===== src/rtl/wave_mem_ctrl.sv =====
// wave_mem_ctrl -- wavetable playback controller in front of a single-port RAM.
//
// The block is the only user of the RAM. It arbitrates between table loads
// (wr_*) and playback reads requested by the sample-rate strobe (tick).
// A pending read always wins over a load. Each read takes three cycles from
// tick to sample_valid.
//
// Ports:
//   clk, rst          clock, asynchronous active-high reset
//   wr_valid/ready    load handshake; wr_addr/wr_data carry the table entry
//   play_en           playback enable; low resets the read pointer
//   tick              one-cycle sample-rate strobe
//   last_addr         final table index (table length = last_addr+1)
//   step              phase increment (only when WAVE_STEP_EN is defined)
//   sample            registered playback sample, qualified by sample_valid
//   wrap              one-cycle strobe when the read pointer wraps
//   overrun           sticky: tick arrived while a read was still pending
//   mem_addr/data/we  RAM request; mem_q is RAM read data (one cycle latency)
//
// Configuration macro: WAVE_STEP_EN adds the step port (inc = step);
// otherwise the pointer advances by 1.

`ifndef DATA_LEN
`define DATA_LEN 16
`endif
`ifndef ROWS_BASE_2
`define ROWS_BASE_2 8
`endif

module wave_mem_ctrl #(
    parameter int DATA_WIDTH = `DATA_LEN,
    parameter int ADDR_WIDTH = `ROWS_BASE_2
) (
    input  logic                  clk,
    input  logic                  rst,
    input  logic                  wr_valid,
    output logic                  wr_ready,
    input  logic [ADDR_WIDTH-1:0] wr_addr,
    input  logic [DATA_WIDTH-1:0] wr_data,
    input  logic                  play_en,
    input  logic                  tick,
    input  logic [ADDR_WIDTH-1:0] last_addr,
`ifdef WAVE_STEP_EN
    input  logic [ADDR_WIDTH-1:0] step,
`endif
    output logic [DATA_WIDTH-1:0] sample,
    output logic                  sample_valid,
    output logic                  wrap,
    output logic                  overrun,
    output logic [ADDR_WIDTH-1:0] mem_addr,
    output logic [DATA_WIDTH-1:0] mem_data,
    output logic                  mem_we,
    input  logic [DATA_WIDTH-1:0] mem_q
);

    typedef enum logic {IDLE, RD} state_t;

    state_t                state, state_next;
    logic [ADDR_WIDTH-1:0] rd_ptr;
    logic                  pend;
    logic                  play_en_q;
    logic                  grant;

    logic [ADDR_WIDTH-1:0] inc;
    logic [ADDR_WIDTH:0]   nxt;
    logic                  nxt_wraps;
    logic [ADDR_WIDTH-1:0] ptr_inc;
    logic [ADDR_WIDTH-1:0] ptr_wrap;

`ifdef WAVE_STEP_EN
    assign inc = step;
`else
    assign inc = {{(ADDR_WIDTH-1){1'b0}}, 1'b1};
`endif

    // Wrap decision needs the carry, so compare in ADDR_WIDTH+1 bits.
    assign nxt       = {1'b0, rd_ptr} + {1'b0, inc};
    assign nxt_wraps = nxt > {1'b0, last_addr};
    // The stored pointer is only ADDR_WIDTH bits, so the subtraction of
    // (last_addr+1) can be done modulo 2^ADDR_WIDTH: -(x+1) == ~x.
    assign ptr_inc   = rd_ptr + inc;
    assign ptr_wrap  = ptr_inc + ~last_addr;

    assign mem_data = wr_data;

    // State register
    always_ff @(posedge clk or posedge rst) begin
        if (rst) state <= IDLE;
        else     state <= state_next;
    end

    // Next state and RAM request. A pending read takes the RAM; a load is
    // only accepted in IDLE with nothing pending.
    always_comb begin
        state_next = state;
        grant      = 1'b0;
        wr_ready   = 1'b0;
        mem_we     = 1'b0;
        mem_addr   = wr_addr;
        case (state)
            IDLE: begin
                if (pend) begin
                    grant      = 1'b1;
                    mem_addr   = rd_ptr;
                    state_next = RD;
                end else begin
                    wr_ready = ~rst;
                    mem_we   = wr_valid & ~rst;
                end
            end
            RD:      state_next = IDLE;
            default: state_next = IDLE;
        endcase
    end

    // Datapath and status
    always_ff @(posedge clk or posedge rst) begin
        if (rst) begin
            rd_ptr       <= '0;
            pend         <= 1'b0;
            play_en_q    <= 1'b0;
            sample       <= '0;
            sample_valid <= 1'b0;
            wrap         <= 1'b0;
            overrun      <= 1'b0;
        end else begin
            play_en_q    <= play_en;
            sample_valid <= (state == RD);
            wrap         <= 1'b0;

            if (state == RD) sample <= mem_q;

            // pend is only ever set while clear, so a second tick while a
            // read is waiting never queues another read.
            if (!play_en)   pend <= 1'b0;
            else if (grant) pend <= 1'b0;
            else if (tick)  pend <= 1'b1;

            if (play_en_q && !play_en)        overrun <= 1'b0;
            else if (tick && pend && play_en) overrun <= 1'b1;

            if (!play_en) begin
                rd_ptr <= '0;
            end else if (grant) begin
                rd_ptr <= nxt_wraps ? ptr_wrap : ptr_inc;
                wrap   <= nxt_wraps;
            end
        end
    end

endmodule


===== config.mk =====
export PLATFORM = sky130hd
export DESIGN_NAME = wave_mem_ctrl
export DESIGN_NICKNAME = d
export VERILOG_FILES = /design/src/rtl/wave_mem_ctrl.sv
export SDC_FILE = /design/constraint.sdc
export NUM_CORES = 1
export LEC_CHECK = 0
export BUFFER_PORTS_ARGS = -buffer_cell sky130_fd_sc_hd__buf_2
export CAP_MARGIN = 40
export CORE_ASPECT_RATIO = 1.1
export CORE_MARGIN = 2
export CORE_UTILIZATION = 39
export CTS_BUF_LIST = sky130_fd_sc_hd__clkbuf_8
export CTS_CLUSTER_SIZE = 16
export DETAILED_ROUTE_END_ITERATION = 6
export GPL_TIMING_DRIVEN = 0
export PLACE_DENSITY = 0.7
export SLEW_MARGIN = 20
export SYNTH_ARGS = -nofsm -noshare
export SYNTH_HDL_FRONTEND = slang
export SYNTH_SLANG_ARGS = --single-unit

===== constraint.sdc =====
create_clock -name clk -period 2.95 [get_ports clk]
set_input_delay 0.7375 -clock clk [delete_from_list [all_inputs] [get_ports clk]]
set_output_delay 0.7375 -clock clk [all_outputs]
set_load 0.03 [all_outputs]

Word level (Yosys, flattened, before mapping)
Index checks and enable logic that the tools add are counted.
Widths: inputs -> output; s select.
Cells by class
  reduce and logical (&&, ||, !) cells: 5
  equal/unequal tests: 2
  $add $sub $neg: 3
  magnitude comparators: 1
  mux-type cells: 19
  bitwise operators: 4
Operator list (count)
  $mux 8: 5
  $mux 1: 13
  $add 8x1->9 const B: 1
  $gt 9x8->1: 1
  $add 8x1->8 const B: 1
  $add 8x8->8: 1
  $not 8->8: 1
  $logic_and 1x1->1: 3
  $ne 3x1->1 const B: 1
  $ne 2x1->1 const B: 1
  $not 1->1: 2
  $pmux 1 s2: 1
  $reduce_bool 2->1: 1
  $and 1x1->1: 1
  $logic_not 1->1: 1
Storage, ports and cells
  flip-flop bits (word level): 30
  input bits: 53
  output and inout port bits: 45

Longest topological paths before layout
  depth in word-level cells: 5
  mapped depth: 11

Worst setup path before layout
OpenSTA, ideal clock, no wires.
  kind: register to register
  start: register rd_ptr[0]
  end: register rd_ptr[7]
  arrival time: 2.556 ns
  setup slack: 0.265 ns
  data required time: 2.822 ns
  clock period less this slack: 2.685 ns
  cell stages (with the launch flop): 12
  library setup time: 0.128 ns
  path through: dfrtp_1 ha_1 nand3_1 xnor2_1 ha_1 a21oi_2 and2b_2 a2111o_1 o31ai_2 buf_6 mux2i_1 a211oi_2
Between the ends
  cells in the longest elaborated chain, start to end: 5
  elaborated cells between the ends (all ways): 7
RTL lines
  start, declared: line 59  | logic [ADDR_WIDTH-1:0] rd_ptr;
  start signal, assigned: line 145  | rd_ptr <= nxt_wraps ? ptr_wrap : ptr_inc;
  $add 8x1->8 / $add 8x1->9 (equally long branches): line 81, 77
  $add 8x8->8 / $gt 9x8->1 (equally long branches): line 82, 78
  $mux 8 *: line 145
  $mux 8 *: line 144  | end else if (grant) begin
  $mux 8 *: line 142  | if (!play_en) begin
Every way passes the cells marked *; elsewhere a longest branch is shown, timed or not. The select of a mux whose other input is x is not followed.
A chain may end at the register's enable or synchronous reset.

Worst setup path in the final report
  start: register rd_ptr[3]
  end: register rd_ptr[1]
Between the ends
  cells in the longest elaborated chain, start to end: 5
RTL lines
  $add 8x1->9: line 77  | assign nxt = {1'b0, rd_ptr} + {1'b0, inc};
  $gt 9x8->1: line 78  | assign nxt_wraps = nxt > {1'b0, last_addr};
  $mux 8: line 145
  $mux 8: line 144
  $mux 8: line 142
Every way passes these cells. The select of a mux whose other input is x is not followed.

==> impl_metrics.env <==
export IMPL_initial_core_util=0.412
export IMPL_dominantRegCellSynth="dfrtp_1"
export IMPL_num_antenna_cells=0
export IMPL_cts_tree="built"
export IMPL_clock_path_buffers=2
export IMPL_grtUsageTotal=0.171
export IMPL_hold_viol=0
export IMPL_yosysMostFrequentCell="dfrtp_1"
export IMPL_grt_overflow_total=0
export IMPL_synth_warnings=0
export IMPL_cap_violations=0
export IMPL_synthSimpleGateAreaFrac=0.134
export IMPL_fmax_mhz=350
export IMPL_num_rows=26
export IMPL_maxSlewHeadroom=0.578
export IMPL_grt_pass1_wl_um=7490
export IMPL_hold_start="state"
export IMPL_crit_required_ns=3.10
export IMPL_dieArea_mm2=0.00557
export IMPL_criticalPathCategory="register to register"
export IMPL_syn_inst=202
export IMPL_cpLargestDelayFamily="simple AND/OR/NAND/NOR gates"
export IMPL_synth_nets=266
export IMPL_path_buf_inv=1
export IMPL_ir_drop_mv=0.272
export IMPL_path_cells="and3_4 -> and3_4 -> nand3_1 -> xnor2_2 -> ha_1 -> and2b_2 -> a2111o_1 -> o31ai_2 -> buf_6 -> mux2i_2 -> a21oi_1"
export IMPL_syn_area_per_cell_um2=9.63
export IMPL_fin_crit_ns=2.86
export IMPL_switching_share=0.368
export IMPL_ys_ff_latch=30
export IMPL_leakage_nw=1.40
export IMPL_setup_viol=0
export IMPL_seqPwrFrac=0.372
export IMPL_p_clk_frac=0.237
export IMPL_cpMostUsedCell="and3_4"
export IMPL_p_comb_frac=0.392
export IMPL_ys_types=43
export IMPL_insertion_delay_ns=0.28
export IMPL_status="finished, final reports clean"
export IMPL_r2r_start="rd_ptr[3]"
export IMPL_preCtsSetupSlack_ns=-0.0757
export IMPL_io_pins=98
export IMPL_stdcell_count=353
export IMPL_vias=1723
export IMPL_synthAdderAreaFrac=0.0746
export IMPL_async_flop_share=1.00
export IMPL_area_growth_synth_to_final_pct=35.4
export IMPL_core_mm2=0.00472
export IMPL_placed_cells=339
export IMPL_fin_nets=362
export IMPL_synthMuxAreaShare=0.118
export IMPL_postRouteAntennaNets=0
export IMPL_antenna_found_initial=0
export IMPL_gp_congestion=0.830
export IMPL_clkSinkCount=30
export IMPL_crit_slowest_cell="dfrtp_2"
export IMPL_synth_edff_count=0
export IMPL_avgRoutedWirePerCell_um=13.4
export IMPL_clkSlewWorstSetupHoldPaths_ns=0.07
export IMPL_drc=0
export IMPL_synth_top_family_by_area="simple AND/OR/NAND/NOR gates"
export IMPL_synthXorXnorAreaFrac=0.0540
export IMPL_drt_first_iter_violations=106
export IMPL_final_setup_worst_slack_ns=0.0922
export IMPL_cts_root_buf="clkbuf_8"
export IMPL_tightest_slew_ns=0.632
export IMPL_arrival_ns=3.01
export IMPL_synth_compound_area_share=0.122
export IMPL_max_stage_delay_ns=0.41
export IMPL_power_density_mw_per_mm2=523
export IMPL_drt_total_wl_um=4720
export IMPL_p_switching_mw=0.508
export IMPL_layout_drive_gt1_share=0.539
export IMPL_final_core_util=0.558
export IMPL_dpl_hpwl_um=3460
export IMPL_grt_pass1_vias=1659
export IMPL_portBuffers=81
export IMPL_critPathLaunchType="register"
export IMPL_p_int_mw=0.871
export IMPL_hold_path_class="register to register"
export IMPL_cts_buffers=5
export IMPL_grt_max_degree=31
export IMPL_crit_fanout=8
export IMPL_synth_seq_area_share=0.386
export IMPL_synthTopCellsByCount="30 x dfrtp_1, 29 x nand2_1, 16 x buf_4, 16 x mux2_2, 13 x inv_1"
export IMPL_die_height_um=78.1
export IMPL_startpoint="rd_ptr[3]"
export IMPL_drt_pass1_iterations=4
export IMPL_syn_area_mm2=0.00195
export IMPL_viasPerCell=4.88
export IMPL_yosysTopAreaCell="dfrtp_1"
export IMPL_crit_path_end_kind="register"
export IMPL_dieWidth_um=71.3
export IMPL_synth_top_area_share=0.386
export IMPL_postCtsHoldBufs=0
export IMPL_skew_ns=0.00886
export IMPL_cts_htree_levels=2
export IMPL_ys_top_cells_by_area="dfrtp_1 39%, mux2_2 9.3%, ha_1 6.4%, buf_4 6.2%, nand2_1 5.6%"
export IMPL_slew_viol_final=0
export IMPL_fin_crit_sh=0.969
[layout by cell type, fill, tap and decap left out, drive strengths merged, types with 3 or more instances in the layout]
cell type	n
xor2	5
dfrtp	30
nand3	7
a21oi	11
o21ai	8
nand4	3
buf	110
clkbuf	10
and3	3
inv	13
ha	10
xnor2	7
nand2	29
nor2	5
mux2i	5
mux2	16
[registers in the layout (all words and copies together), names as in the netlist]
register	count
sample_valid	1
rd_ptr	8
pend	1
state	1
overrun	1
wrap	1
sample	16
play_en_q	1
[metrics by stage]
stage	hold WS (ns)	power (mW)	setup TNS [ns]	instance area (um^2)
3_3_place_gp	0.352	1.02	-0.0687	2420
6_report	0.389	1.38	0	2630
2_1_floorplan	0.349	0.889	0	1950
5_1_grt	0.397	1.46	-0.0818	2630
3_5_place_dp	0.365	1.04	-0.229	2420
4_1_cts	0.385	1.36	0	2510
[layout make-up]
type                       count  area [um^2]
fill                         447         2080
clock buffer                   6         82.6
multi-input combinational    133         1030
tap                           56         70.1
inverter                      14         53.8
timing repair buffer          91          480
sequential                    30          757
buffer                        23          158
[path summary, 6_finish.rpt]
path / depth (start not counted) / to / slack [ns]
max: 11 / rd_ptr[1] / 0.09
min: 0 / sample_valid / 0.39
max reg2reg: 11 / rd_ptr[1] / 0.09
min reg2reg: 0 / sample_valid / 0.39
max in group asynchronous: 2 / rd_ptr[3] / 1.95
min in group asynchronous: 2 / sample[1] / 0.54
[what timing repair did]
item,in CTS,in global routing
setup endpoints to repair,10,15
endpoints found under the hold margin,0,0
gates cloned,0,0
pin swaps,0,2
gates resized for setup,3,17
buffers inserted,0,10
[kinds of logic after synthesis]
kind of cell	count (synthesis)
simple gates	56
compound gates	33
mux	21
xor+xnor	12
flops	30
buf+inv	39
fa+ha+maj	11
[routing by layer]
layer,track usage,wire length [um]
met1,0.198,1870
met2,0.305,2450
met3,0.0501,345
met4,0.0491,45
met5,0,0
[worst register-to-register path, cell delays in order (launching register included)]
cell	delay (ns)
dfrtp_2	0.41
and3_4	0.20
and3_4	0.21
nand3_1	0.13
xnor2_2	0.18
ha_1	0.32
and2b_2	0.21
a2111o_1	0.41
o31ai_2	0.12
buf_6	0.21
mux2i_2	0.24
a21oi_1	0.11
[power groups by stage]
stage	Sequential, mW	Combinational, mW	Clock (mW)
2_1_floorplan	0.623	0.266	0
3_3_place_gp	0.513	0.510	0
3_5_place_dp	0.518	0.518	0
4_1_cts	0.511	0.520	0.329
5_1_grt	0.523	0.583	0.353
6_report	0.512	0.540	0.326
No activity file was read; power rests on OpenSTA's default activity.
